[src/rtl/sata_pkg.sv]
// Shared constants, FSM state type and lane-priority helper for the SATA
// receive dword aligner.
package sata_pkg;

    localparam logic [31:0] SATA_ALIGN_DATA = 32'h7B4A4ABC;
    localparam logic [3:0]  SATA_ALIGN_K    = 4'b0001;

    // Bytes of the {current, previous} window that can ever hold a candidate:
    // lane 3 reaches only byte 2 of the current word.
    localparam int unsigned WIN_BYTES = 7;

    typedef enum logic [1:0] {
        HUNT   = 2'd0,
        VERIFY = 2'd1,
        LOCKED = 2'd2
    } aligner_state_t;

    // Lowest matching lane wins when several lanes match at once.
    function automatic logic [1:0] lowest_lane(input logic [3:0] match);
        logic [1:0] lane;
        if (match[0]) begin
            lane = 2'd0;
        end else if (match[1]) begin
            lane = 2'd1;
        end else if (match[2]) begin
            lane = 2'd2;
        end else begin
            lane = 2'd3;
        end
        return lane;
    endfunction

endpackage

[src/rtl/sata_dword_lane_matcher.sv]
// Compares each of the four byte-offset candidates in the receive window
// against the ALIGN primitive (data and K-flags).
module sata_dword_lane_matcher
    import sata_pkg::*;
(
    input  logic [8*WIN_BYTES-1:0] win_data_i,
    input  logic [WIN_BYTES-1:0]   win_datak_i,
    output logic [3:0]             match_o
);

    for (genvar k = 0; k < 4; k++) begin : g_lane
        assign match_o[k] = (win_data_i[8*k +: 32] == SATA_ALIGN_DATA) &&
                            (win_datak_i[k +: 4] == SATA_ALIGN_K);
    end

endmodule

[src/rtl/sata_rx_dword_aligner.sv]
// Finds the byte lane carrying ALIGN's K28.5, confirms it over repeated
// ALIGNs, and re-frames the receive stream so byte 0 is always dword-aligned.
module sata_rx_dword_aligner
    import sata_pkg::*;
#(
    parameter int unsigned LOCK_CNT = 4,
    parameter int unsigned LOSS_CNT = 8
) (
    input  logic        clk,
    input  logic        reset,
    input  logic [31:0] rx_data,
    input  logic [3:0]  rx_datak,
    input  logic [3:0]  rx_syncstatus,
    output logic [31:0] o_data,
    output logic [3:0]  o_datak,
    output logic        o_align,
    output logic        o_locked,
    output logic [1:0]  o_shift
);

    localparam logic [3:0] LOCK_N = LOCK_CNT[3:0];
    localparam logic [3:0] LOSS_N = LOSS_CNT[3:0];

    logic [31:0]            prev_data_q;
    logic [3:0]             prev_datak_q;
    logic [8*WIN_BYTES-1:0] win_data_s;
    logic [WIN_BYTES-1:0]   win_datak_s;
    logic [3:0]             match_s;
    logic                   hit_s;
    logic [1:0]             hk_s;
    logic                   sync_ok_s;

    aligner_state_t state_q, state_d;
    logic [1:0]     shift_q, shift_d;
    logic [1:0]     cand_q, cand_d;
    logic [3:0]     cnt_q, cnt_d;
    logic [3:0]     miss_q, miss_d;

    logic [31:0] o_data_q, o_data_d;
    logic [3:0]  o_datak_q, o_datak_d;
    logic        o_align_q, o_align_d;
    logic        o_locked_q, o_locked_d;
    logic [1:0]  o_shift_q, o_shift_d;

    // Byte 3 of the current word can only complete a candidate one cycle later,
    // so the window stops at current byte 2.
    assign win_data_s  = {rx_data[23:0], prev_data_q};
    assign win_datak_s = {rx_datak[2:0], prev_datak_q};
    assign sync_ok_s   = &rx_syncstatus;
    assign hit_s       = |match_s;
    assign hk_s        = lowest_lane(match_s);

    sata_dword_lane_matcher u_matcher (
        .win_data_i  (win_data_s),
        .win_datak_i (win_datak_s),
        .match_o     (match_s)
    );

    // Previous-word window register.
    always_ff @(posedge clk or posedge reset) begin
        if (reset) begin
            prev_data_q  <= 32'h0000_0000;
            prev_datak_q <= 4'b0000;
        end else begin
            prev_data_q  <= rx_data;
            prev_datak_q <= rx_datak;
        end
    end

    // Hunt / verify / locked next-state and counter logic.
    always_comb begin
        state_d = state_q;
        shift_d = shift_q;
        cand_d  = cand_q;
        cnt_d   = cnt_q;
        miss_d  = miss_q;
        case (state_q)
            HUNT: begin
                if (hit_s && sync_ok_s) begin
                    cand_d = hk_s;
                    cnt_d  = 4'd1;
                    if (LOCK_N == 4'd1) begin
                        state_d = LOCKED;
                        shift_d = hk_s;
                        miss_d  = 4'd0;
                    end else begin
                        state_d = VERIFY;
                    end
                end else begin
                    state_d = HUNT;
                end
            end
            VERIFY: begin
                if (!sync_ok_s) begin
                    state_d = HUNT;
                end else if (match_s[cand_q]) begin
                    cnt_d = cnt_q + 4'd1;
                    if ((cnt_q + 4'd1) == LOCK_N) begin
                        state_d = LOCKED;
                        shift_d = cand_q;
                        miss_d  = 4'd0;
                    end else begin
                        state_d = VERIFY;
                    end
                end else if (hit_s) begin
                    cand_d = hk_s;
                    cnt_d  = 4'd1;
                end else begin
                    cnt_d = cnt_q;
                end
            end
            LOCKED: begin
                if (!sync_ok_s) begin
                    state_d = HUNT;
                    miss_d  = 4'd0;
                end else if (match_s[shift_q]) begin
                    miss_d = 4'd0;
                end else if (hit_s) begin
                    miss_d = miss_q + 4'd1;
                    if ((miss_q + 4'd1) == LOSS_N) begin
                        state_d = HUNT;
                        miss_d  = 4'd0;
                    end else begin
                        state_d = LOCKED;
                    end
                end else begin
                    miss_d = miss_q;
                end
            end
            default: begin
                state_d = HUNT;
                miss_d  = 4'd0;
            end
        endcase
    end

    // FSM and counter registers.
    always_ff @(posedge clk or posedge reset) begin
        if (reset) begin
            state_q <= HUNT;
            shift_q <= 2'd0;
            cand_q  <= 2'd0;
            cnt_q   <= 4'd0;
            miss_q  <= 4'd0;
        end else begin
            state_q <= state_d;
            shift_q <= shift_d;
            cand_q  <= cand_d;
            cnt_q   <= cnt_d;
            miss_q  <= miss_d;
        end
    end

    // Output mux uses the next-state shift so the locking ALIGN leaves aligned.
    always_comb begin
        o_data_d   = win_data_s[{1'b0, shift_d, 3'b000} +: 32];
        o_datak_d  = win_datak_s[{1'b0, shift_d} +: 4];
        o_align_d  = match_s[shift_d];
        o_locked_d = (state_d == LOCKED);
        o_shift_d  = shift_d;
    end

    // Output registers.
    always_ff @(posedge clk or posedge reset) begin
        if (reset) begin
            o_data_q   <= 32'h0000_0000;
            o_datak_q  <= 4'b0000;
            o_align_q  <= 1'b0;
            o_locked_q <= 1'b0;
            o_shift_q  <= 2'd0;
        end else begin
            o_data_q   <= o_data_d;
            o_datak_q  <= o_datak_d;
            o_align_q  <= o_align_d;
            o_locked_q <= o_locked_d;
            o_shift_q  <= o_shift_d;
        end
    end

    assign o_data   = o_data_q;
    assign o_datak  = o_datak_q;
    assign o_align  = o_align_q;
    assign o_locked = o_locked_q;
    assign o_shift  = o_shift_q;

endmodule

[config.mk]
export PLATFORM = sky130hd
export DESIGN_NAME = sata_rx_dword_aligner
export DESIGN_NICKNAME = d
export VERILOG_FILES = /design/src/rtl/sata_pkg.sv /design/src/rtl/sata_dword_lane_matcher.sv /design/src/rtl/sata_rx_dword_aligner.sv
export SDC_FILE = /design/constraint.sdc
export NUM_CORES = 1
export LEC_CHECK = 0
export ABC_AREA = 1
export BUFFER_PORTS_ARGS = -buffer_cell sky130_fd_sc_hd__buf_2
export CAP_MARGIN = 10
export CORE_MARGIN = 4
export CORE_UTILIZATION = 51
export CTS_CLUSTER_DIAMETER = 120
export DETAILED_ROUTE_END_ITERATION = 6
export PLACE_DENSITY = 0.76
export SLEW_MARGIN = 30
export SYNTH_ARGS = -nofsm -noshare
export SYNTH_HDL_FRONTEND = slang
export SYNTH_SLANG_ARGS = --single-unit
export TNS_END_PERCENT = 5
[constraint.sdc]
create_clock -name clk -period 2.8 [get_ports clk]
set_clock_uncertainty 0.05 [all_clocks]
set_input_delay 0.42 -clock clk [delete_from_list [all_inputs] [get_ports clk]]
set_output_delay 0.42 -clock clk [all_outputs]
set_load 0.02 [all_outputs]
=== Word-level counts from Yosys, hierarchy flattened ===
Index checks and enable logic that the tools add are counted.

* Bits in latches: 0
* Logic and storage cells: 92
* Bits in read-only memories: 0
* RAM bits: 0
* Input bits: 42
* Memories kept: 0
* Bits in registers: 88
* Output and inout bits: 40

* Multipliers: 0
* Eq/ne operators: 21
* Multiplexer cells: 40
* Reductions and logical operators: 12
* Shifts and indexed selects: 2
* Bitwise logic cells: 1
* Add/subtract/negate cells: 2
* Magnitude comparators: 3
* Divide/modulo/power cells: 0

{| class="wikitable"
|+ Operator list
! operator !! number
|-
| 32-bit by 31-bit equality test with 1-bit output (second input constant) || 4
|-
| 56-bit by 6-bit variable part select with 32-bit output || 1
|-
| 4-bit 2-to-1 mux || 11
|-
| 2-bit 2-to-1 mux || 17
|-
| 4-bit by 1-bit equality test with 1-bit output (second input constant) || 4
|-
| 2-bit != test (second input constant) || 6
|-
| 4-bit one-hot mux with 3 select lines || 1
|-
| 5-bit AND reduction || 2
|-
| 2-bit by 3-bit < comparator with 1-bit output (second input constant) || 3
|-
| 4-bit by 1-bit adder with 4-bit output (second input constant) || 2
|-
| 4-bit one-hot mux with 2 select lines || 1
|-
| 4-bit AND reduction || 2
|-
| 7-bit by 3-bit variable part select with 4-bit output || 1
|-
| 1-bit binary-select mux with 2-bit select || 3
|-
| 2-bit one-hot mux with 3 select lines || 1
|-
| 1-bit logical AND || 5
|-
| 1-bit 2-to-1 mux || 5
|-
| 2-bit equality test (second input constant) || 2
|-
| 4-bit by 3-bit equality test with 1-bit output (second input constant) || 1
|-
| 4-bit equality test (second input constant) || 1
|-
| 4-bit != test (second input constant) || 1
|-
| 2-bit one-hot mux with 2 select lines || 1
|-
| 4-bit OR reduction || 1
|-
| 3-bit != test (second input constant) || 1
|-
| 4 further kinds || 4
|}

=== Depth between registers and ports, before layout ===
Gate-level depths: netlist of run 1.

* Depth after elaboration: 9
* Mapped depth: 16
* Depth with buffers taken out: 15

=== Hierarchy ===
A second synthesis of run 1 with hierarchy kept.

* Cell total of the unflattened synthesis: 609
* Area, all modules: 4704.5 sq um

{| class="wikitable"
|+ By module, submodules not included
! module !! area an instance (sq um) !! seq. area each (sq um) !! cells each !! times used
|-
| sata_rx_dword_aligner || 4244.1 || 2202.1 || 500 || 1
|-
| sata_dword_lane_matcher || 460.4 || 0.0 || 109 || 1
|}

=== Worst setup path before layout of run 1 ===
OpenSTA, ideal clock, no wires.

* Path kind: reg-to-reg
* Start point: register cnt_q[0]
* End point: register o_data_q[18] (netlist: o_data[18])
* Path buffers: 1
* Cell stages (with the launch flop): 14
* Period minus slack after synthesis: 2.075 ns
* Data arrival time: 1.907 ns
* Slack: 0.725 ns
* Setup time: 0.117 ns
* Required time: 2.633 ns
* Cells stage by stage: dfrtp_1 ha_1 xnor2_1 inv_1 nand2_1 nor2_1 inv_1 nor2_4 nand3_2 nand2_4 buf_2 nand2_1 nand3_1 nand2_1

* Word-level cells in the longest chain between the ends: 7

{| class="wikitable"
|+ Ends and longest elaborated chain
! element !! line !! source
|-
| start, declared || sata_rx_dword_aligner.sv:36 || <nowiki>logic [3:0] cnt_q, cnt_d;</nowiki>
|-
| start signal, assigned || sata_rx_dword_aligner.sv:149 || <nowiki>cnt_q <= cnt_d;</nowiki>
|-
| 4-bit by 1-bit adder with 4-bit output || sata_rx_dword_aligner.sv:98 || <nowiki>if ((cnt_q + 4'd1) == LOCK_N) begin</nowiki>
|-
| 4-bit by 3-bit equality test with 1-bit output || sata_rx_dword_aligner.sv:98 ||
|-
| 2-bit 2-to-1 mux || sata_rx_dword_aligner.sv:98 ||
|-
| 2-bit 2-to-1 mux || sata_rx_dword_aligner.sv:96 || <nowiki>end else if (match_s[cand_q]) begin</nowiki>
|-
| 2-bit 2-to-1 mux || sata_rx_dword_aligner.sv:94 || <nowiki>if (!sync_ok_s) begin</nowiki>
|-
| 2-bit 2-to-1 mux || sata_rx_dword_aligner.sv:77 || <nowiki>case (state_q)</nowiki>
|-
| 56-bit by 6-bit variable part select with 32-bit output || sata_rx_dword_aligner.sv:156 || <nowiki>o_data_d = win_data_s[{1'b0, shift_d, 3'b000} +: 32];</nowiki>
|-
| via o_data_d[18] || sata_rx_dword_aligner.sv:39 || <nowiki>logic [31:0] o_data_q, o_data_d;</nowiki>
|-
| end signal, assigned || sata_rx_dword_aligner.sv:172 || <nowiki>o_data_q <= o_data_d;</nowiki>
|-
| end, declared || sata_rx_dword_aligner.sv:39 ||
|}

The timed path passes the listed nets, and every way through them passes these cells.
A chain may end at the register's enable or synchronous reset.

=== Final worst setup path of run 1 ===
* Start point: register prev_data_q[26]
* End point: register o_data_q[30] (netlist: o_data[30])

* Word-level cells in the longest chain between the ends: 8
* Elaborated cells on any way between the ends: 14
* Those cells by class: eq/ne: 4; shift: 1; mux: 5; reduce/logical: 4

{| class="wikitable"
|+ Ends and longest elaborated chain
! element !! line !! source
|-
| start, declared || sata_rx_dword_aligner.sv:24 || <nowiki>logic [31:0] prev_data_q;</nowiki>
|-
| start signal, assigned || sata_rx_dword_aligner.sv:65 || <nowiki>prev_data_q <= rx_data;</nowiki>
|-
| 32-bit by 31-bit equality test with 1-bit output || sata_dword_lane_matcher.sv:12 || <nowiki>assign match_o[k] = (win_data_i[8*k +: 32] == SATA_ALIGN_DATA) &&</nowiki>
|-
| 1-bit logical AND || sata_dword_lane_matcher.sv:12 ||
|-
| 1-bit binary-select mux with 2-bit select * || sata_rx_dword_aligner.sv:96 ||
|-
| 1-bit 2-to-1 mux (not written as such) * || sata_rx_dword_aligner.sv:96 ||
|-
| 2-bit 2-to-1 mux * || sata_rx_dword_aligner.sv:96 ||
|-
| 2-bit 2-to-1 mux * || sata_rx_dword_aligner.sv:94 ||
|-
| 2-bit 2-to-1 mux * || sata_rx_dword_aligner.sv:77 ||
|-
| 56-bit by 6-bit variable part select with 32-bit output * || sata_rx_dword_aligner.sv:156 ||
|-
| via o_data_d[30] || sata_rx_dword_aligner.sv:39 ||
|}

Mark *: on every way through the listed nets, which the timed path passes. The rest lies on a longest branch. The select of a mux whose other input is x is not followed.

==> results of run 1 <==
[state kept, by name, indices dropped and copies added, names as in the netlist]
signal        flops
cand_q            2
prev_datak_q      4
o_shift           2
prev_data_q      32
o_align           1
o_locked          1
o_datak           4
o_data           32
miss_q            4
cnt_q             4
state_q           2
[stage by stage]
stage          worst slack [ns]  cell area (µm²)  power, mW
2_1_floorplan            0.0514             4920       1.53
3_3_place_gp              0.239             5380       1.66
3_5_place_dp              0.164             5380       1.66
4_1_cts                   0.292             5560       2.48
5_1_grt                  0.0437             5560       2.57
6_report                  0.220             5560       2.46
[layer usage]
metal	vias up	global-route usage (%)	wire length [µm]
li1	2202	-	-
met2	239	38.3	6240
met4	2	10.5	386
met5	-	0	13
met3	34	6.56	1330
met1	2175	37.4	6150
[worst paths after layout]
path	to	cells after the start	startpoint
setup / recovery	o_data[30]$_DFF_PP0_	13	prev_data_q[26]$_DFF_PP0_
hold / removal	o_data[24]$_DFF_PP0_	2	reset
setup reg to reg	o_data[30]$_DFF_PP0_	13	prev_data_q[26]$_DFF_PP0_
hold reg to reg	state_q[0]$_DFF_PP0_	1	state_q[0]$_DFF_PP0_
max in group asynchronous	o_data[27]$_DFF_PP0_	3	reset
min in group clk	prev_data_q[27]$_DFF_PP0_	1	rx_data[27]
[cell families after synthesis]
logic type	synth area share (%)
compound gates	2.34
xor+xnor	0.712
fa+ha+maj	1.02
buf+inv	11.2
flops	44.7
simple gates	40.0
[cells in the final DEF (no fill, tap or decap), drive strengths merged, types with 2 or more instances in the layout]
cell	instances
inv	91
nand2	178
o31ai	2
nor3	4
nand3b	13
nand3	150
nor4	2
nor3b	2
dfrtp	88
o21ai	11
nor2	53
ha	4
nand4	13
clkinv	3
xnor2	4
and3	2
buf	88
clkbuf	9
[power groups by stage]
stage,clock network [mW],logic (mW),registers [mW]
after floorplan,0,0.126,1.41
after global placement,0,0.276,1.38
after detailed placement,0,0.280,1.38
after CTS,0.842,0.281,1.36
after global routing,0.891,0.312,1.36
final,0.821,0.280,1.36
[worst max-delay path, delay by kind of cell (launching register included)]
kind,cells,cell delay (ns)
buf+inv,2,0.43
flops,1,0.43
simple gates,11,1.55
[cell type report]
class	instances	share of cell area (%)
clock buffer	9	2.23
clock inverter	7	0.945
inverter	88	5.96
multi-input combinational	442	39.0
sequential	88	39.6
tap	129	2.90
timing repair buffer	88	9.36
==> metrics.txt, run 1 <==
placed cells 835; Pint 1.75 mW; Hold WS 0.0871 ns; Core Box Area 0.00933 mm²; vias in the first global route 4438; Tot GR Track Use 26.3%; sw power 713 µW; ANT cells 0; num rows 35; Tcrit/Tclk final 92.1%; setup TNS 0 ns; Cell Area, Synth 0.00492 mm²; max_slew headroom 50.1%; Final #Nets 763; CTS tree built; Die Area 0.0113 mm²; Finish-stage setup viols 0; slowest stage delay, CP 0.43 ns; Avg Cell Area, Syn 7.67 µm²; routability cong. 0.927; Syn. warnings 0; Top FF cell, synth dfrtp_1; Sequential Area 0.00220 mm²; Tmin final 2.58 ns; kind of critical path flop to flop; Worst setup EP type flop; Seq cells post-synth 88; non-filler cells, final 851; final hold vios 0; critical path required time 3.01 ns; Seq/Total Area, Yosys 44.7%; combinational power share 11.4%; Die W 106 µm; RSZ-0062 raised after global routing false; initial DRC count 247; CTS max path bufs 2; actual transition at the worst max-transition pin 0.748 ns; WL/cell 16.6 µm; area leader, netlist dfrtp_1; routed vias 4652; worst-path cell chain inv_1 -> nand2_1 -> nor2_1 -> nand2_1 -> nor2_1 -> nand4_1 -> nand3_2 -> nand4_4 -> nand2_4 -> buf_12 -> nand3_1 -> nand3_1 -> nand2_1; post-synthesis cell type count 32; IO Count 82; Final Core Density 59.6%; flop2flop setup slack 0.22 ns; share of cells above drive strength 1 19.1%; syn_nets 688; Die H 106 µm; global-route wire length before repair 23100 µm; pin count of the biggest net entering global routing 57; drc violations 0; DRT antenna net count 0; post_cts resized 0; clk sink count 88; HPWL after detailed placement 10900 µm; drt first pass iters 5; top cells by count, synth nand2_1 (175), nand3_1 (142), dfrtp_1 (88), inv_1 (77), nor2_1 (45); Synth async-reset ratio 100%; hold buffers post-CTS 0; HP Class input port to async pin; Critical Path Source Type flop; Starting Density 52.8%; worst-path maximum fanout 44; share of the synthesized area in the top cell type 44.7%; total CTS buffers 9; main area contributors after synthesis dfrtp_1 (45%), nand3_1 (14%), nand2_1 (13%); Worst Path Arrival 2.79 ns; Slew Limit Fails 0; top-count cell post-synth nand2_1; Clk pwr share 33.4%; Sw Ratio 29.0%; initial antenna violation count 1; static leakage 2.90 nW; Flop pwr share 55.2%; Worst-path clk slew 0.09 ns; H-tree depth 3; Worst-Skew Late Latency 0.37 ns; Max VDD drop 0.000241 V; CP most frequent cell nand2_1; Area Growth Syn to Fin 13.0%; Clock Tree Root clkbuf_8; Multi-input gate area 0.00217 mm²; global route overflow 0; CP max-delay cell dfrtp_1; achievable frequency 388 MHz; max cap viols 0; EDFF count, synth 0; status finished, final reports clean; Fillers 885; Synth Instances 642; vias per std cell 5.47; Power per Cell Area 442 mW/mm²; port bufs 81; Post-CTS Setup Inserts 0; WL final 14100 µm
No activity file was read; power rests on OpenSTA's default activity.
==> run 2: changes to the inputs <==
--- a/config.mk
+++ b/config.mk
@@ -12,7 +12,8 @@
 export CORE_UTILIZATION = 51
 export CTS_CLUSTER_DIAMETER = 120
 export DETAILED_ROUTE_END_ITERATION = 6
-export PLACE_DENSITY = 0.76
+export HOLD_SLACK_MARGIN = 0.1
+export PLACE_DENSITY_LB_ADDON = 0.3
 export SLEW_MARGIN = 30
 export SYNTH_ARGS = -nofsm -noshare
 export SYNTH_HDL_FRONTEND = slang
==> metrics.txt, run 2 (same netlist as run 1, synthesis figures left out) <==
status finished, final reports clean; drc violations 0 (unchanged); max cap viols 0 (unchanged); hold buffers post-CTS 0 (unchanged); post_cts resized 0 (unchanged); Pint 1.80 mW (+3.0%); vias per std cell 5.33 (-2.5%); Clk pwr share 33.9% (+0.5 points); Die W 106 µm (unchanged); global route overflow 0 (unchanged); Worst Path Arrival 2.78 ns (about the same); Starting Density 52.8% (unchanged); vias in the first global route 4373 (-1.5%); placed cells 838 (+0.36%); slowest stage delay, CP 0.40 ns (-0.03 ns); Clock Tree Root clkbuf_8; sw power 687 µW (-3.6%); port bufs 81 (unchanged); Worst setup EP type flop; DRT antenna net count 0 (unchanged); Power per Cell Area 439 mW/mm² (-0.74%); CP max-delay cell dfrtp_1; actual transition at the worst max-transition pin 0.693 ns (-0.0551 ns); worst-path cell chain inv_1 -> nand2_1 -> nor2_1 -> nand2_1 -> nor2_1 -> nand4_1 -> nand3_4 -> nand4_4 -> nand2_4 -> nand2_4 -> buf_12 -> nand2_1 -> nand3_1 -> nand2_1; routed vias 4595 (-1.2%); num rows 35 (unchanged); Finish-stage setup viols 0 (unchanged); ANT cells 0 (unchanged); r2r worst-path depth 14 (+1); static leakage 2.95 nW (+1.7%); Tmin final 2.52 ns (-0.0560 ns); worst-path maximum fanout 35 (-20%); max_slew headroom 53.8% (+3.6 points); clk sink count 88 (unchanged); Flop pwr share 54.5% (-0.7 points); Die H 106 µm (unchanged); overall power 2.49 mW (+1.1%); Sw Ratio 27.6% (-1.3 points); flop2flop setup slack 0.28 ns (+0.06 ns); Tot GR Track Use 25.8% (-0.50 points); pin count of the biggest net entering global routing 50 (-12%); Worst-path clk slew 0.09 ns (about the same); Core Box Area 0.00933 mm² (unchanged); combinational power share 11.6% (+0.2 points); most frequent cells in the layout nand2_1 (175), nand3_1 (142), dfrtp_1 (88); routability cong. 0.946 (+2.1%); HP Class input port to async pin; H-tree depth 3 (unchanged); Critical Path Source Type flop; RSZ-0062 raised after global routing false; HPWL after detailed placement 10900 µm (about the same); Worst-Skew Late Latency 0.36 ns (about the same); drt first pass iters 6 (+1); final hold vios 0 (unchanged); most common cell after layout, fill and taps aside nand2_1; global-route wire length before repair 22700 µm (-1.8%); Post-CTS Setup Inserts 0 (unchanged); CTS max path bufs 2 (unchanged); Final Core Density 60.7% (+1.1 points); initial DRC count 341 (+38%); critical path required time 3.05 ns (+0.04 ns); setup TNS 0 ns (unchanged); total CTS buffers 9 (unchanged); kind of critical path flop to flop; WL/cell 16.2 µm (-2.2%); initial antenna violation count 0 (-1); Tcrit/Tclk final 90.1% (-2.0 points); share of cells above drive strength 1 19.2% (+0.12 points); Max VDD drop 0.000352 V (+46%); Die Area 0.0113 mm² (unchanged); RR Endpoint o_data[29]$_DFF_PP0_; WL final 14000 µm (-0.93%); post-route cell area 0.00566 mm² (+1.9%); CP most frequent cell nand2_1; achievable frequency 396 MHz (+2.2%); placed cell area 0.00539 mm² (+0.19%); Slew Limit Fails 0 (unchanged); non-filler cells, final 862 (+1.3%); Area Growth Syn to Fin 15.1%; RR Startpoint prev_data_q[20]$_DFF_PP0_; Final #Nets 774 (+1.4%); IO Count 82 (unchanged); CTS tree built
run 2: stage by stage:
stage / hold WS (ns) / worst slack, ns
2_1_floorplan: 0.401 / 0.0514
3_3_place_gp: 0.440 / 0.241
3_5_place_dp: 0.435 / 0.203
4_1_cts: 0.108 / 0.273
5_1_grt: 0.101 / 0.0355
6_report: 0.0919 / 0.276
run 2: worst max-delay path by stage:
stage / startpoint / endpoint / slack, ns / depth (start not counted)
floorplan: reset / cand_q[0]$_DFFE_PP0P_ / 0.05 / 1
global placement: rx_data[7] / o_data[26]$_DFF_PP0_ / 0.24 / 16
detailed placement: rx_data[7] / o_data[26]$_DFF_PP0_ / 0.20 / 16
CTS: prev_data_q[20]$_DFF_PP0_ / o_data[26]$_DFF_PP0_ / 0.27 / 14
global route: prev_data_q[20]$_DFF_PP0_ / o_data[26]$_DFF_PP0_ / 0.04 / 14
finish: prev_data_q[20]$_DFF_PP0_ / o_data[29]$_DFF_PP0_ / 0.28 / 14
run 2: worst max-delay path: cells and delay by family (launching register included):
kind,cells,cell delay [ns]
and+or+nand+nor,12,1.59
buffers and inverters,2,0.40
DFF,1,0.40
run 2: layout make-up:
type,count,area [µm²]
flip-flops and latches,88,2200
repair buffers,99,611
clock inverters,5,38.8
fillers,858,3660
clock buffers,11,151
well taps,129,161
inverters,88,332
multi-input cells,442,2170
run 2: power by group through the flow:
stage / clock [mW] / sequential, mW / combinational, mW
after detailed placement: 0 / 1.38 / 0.280
final: 0.843 / 1.36 / 0.288
after global placement: 0 / 1.38 / 0.277
after CTS: 0.857 / 1.36 / 0.281
after global routing: 0.922 / 1.36 / 0.321
after floorplan: 0 / 1.41 / 0.126
run 2: layer usage:
layer	global-route usage (%)	part of all wire (%)	vias up
li1	-	-	2228
met3	6.74	9.4	26
met4	6.11	2.1	0
met1	36.2	43	2122
met2	40.0	45	219
met5	0	0	-
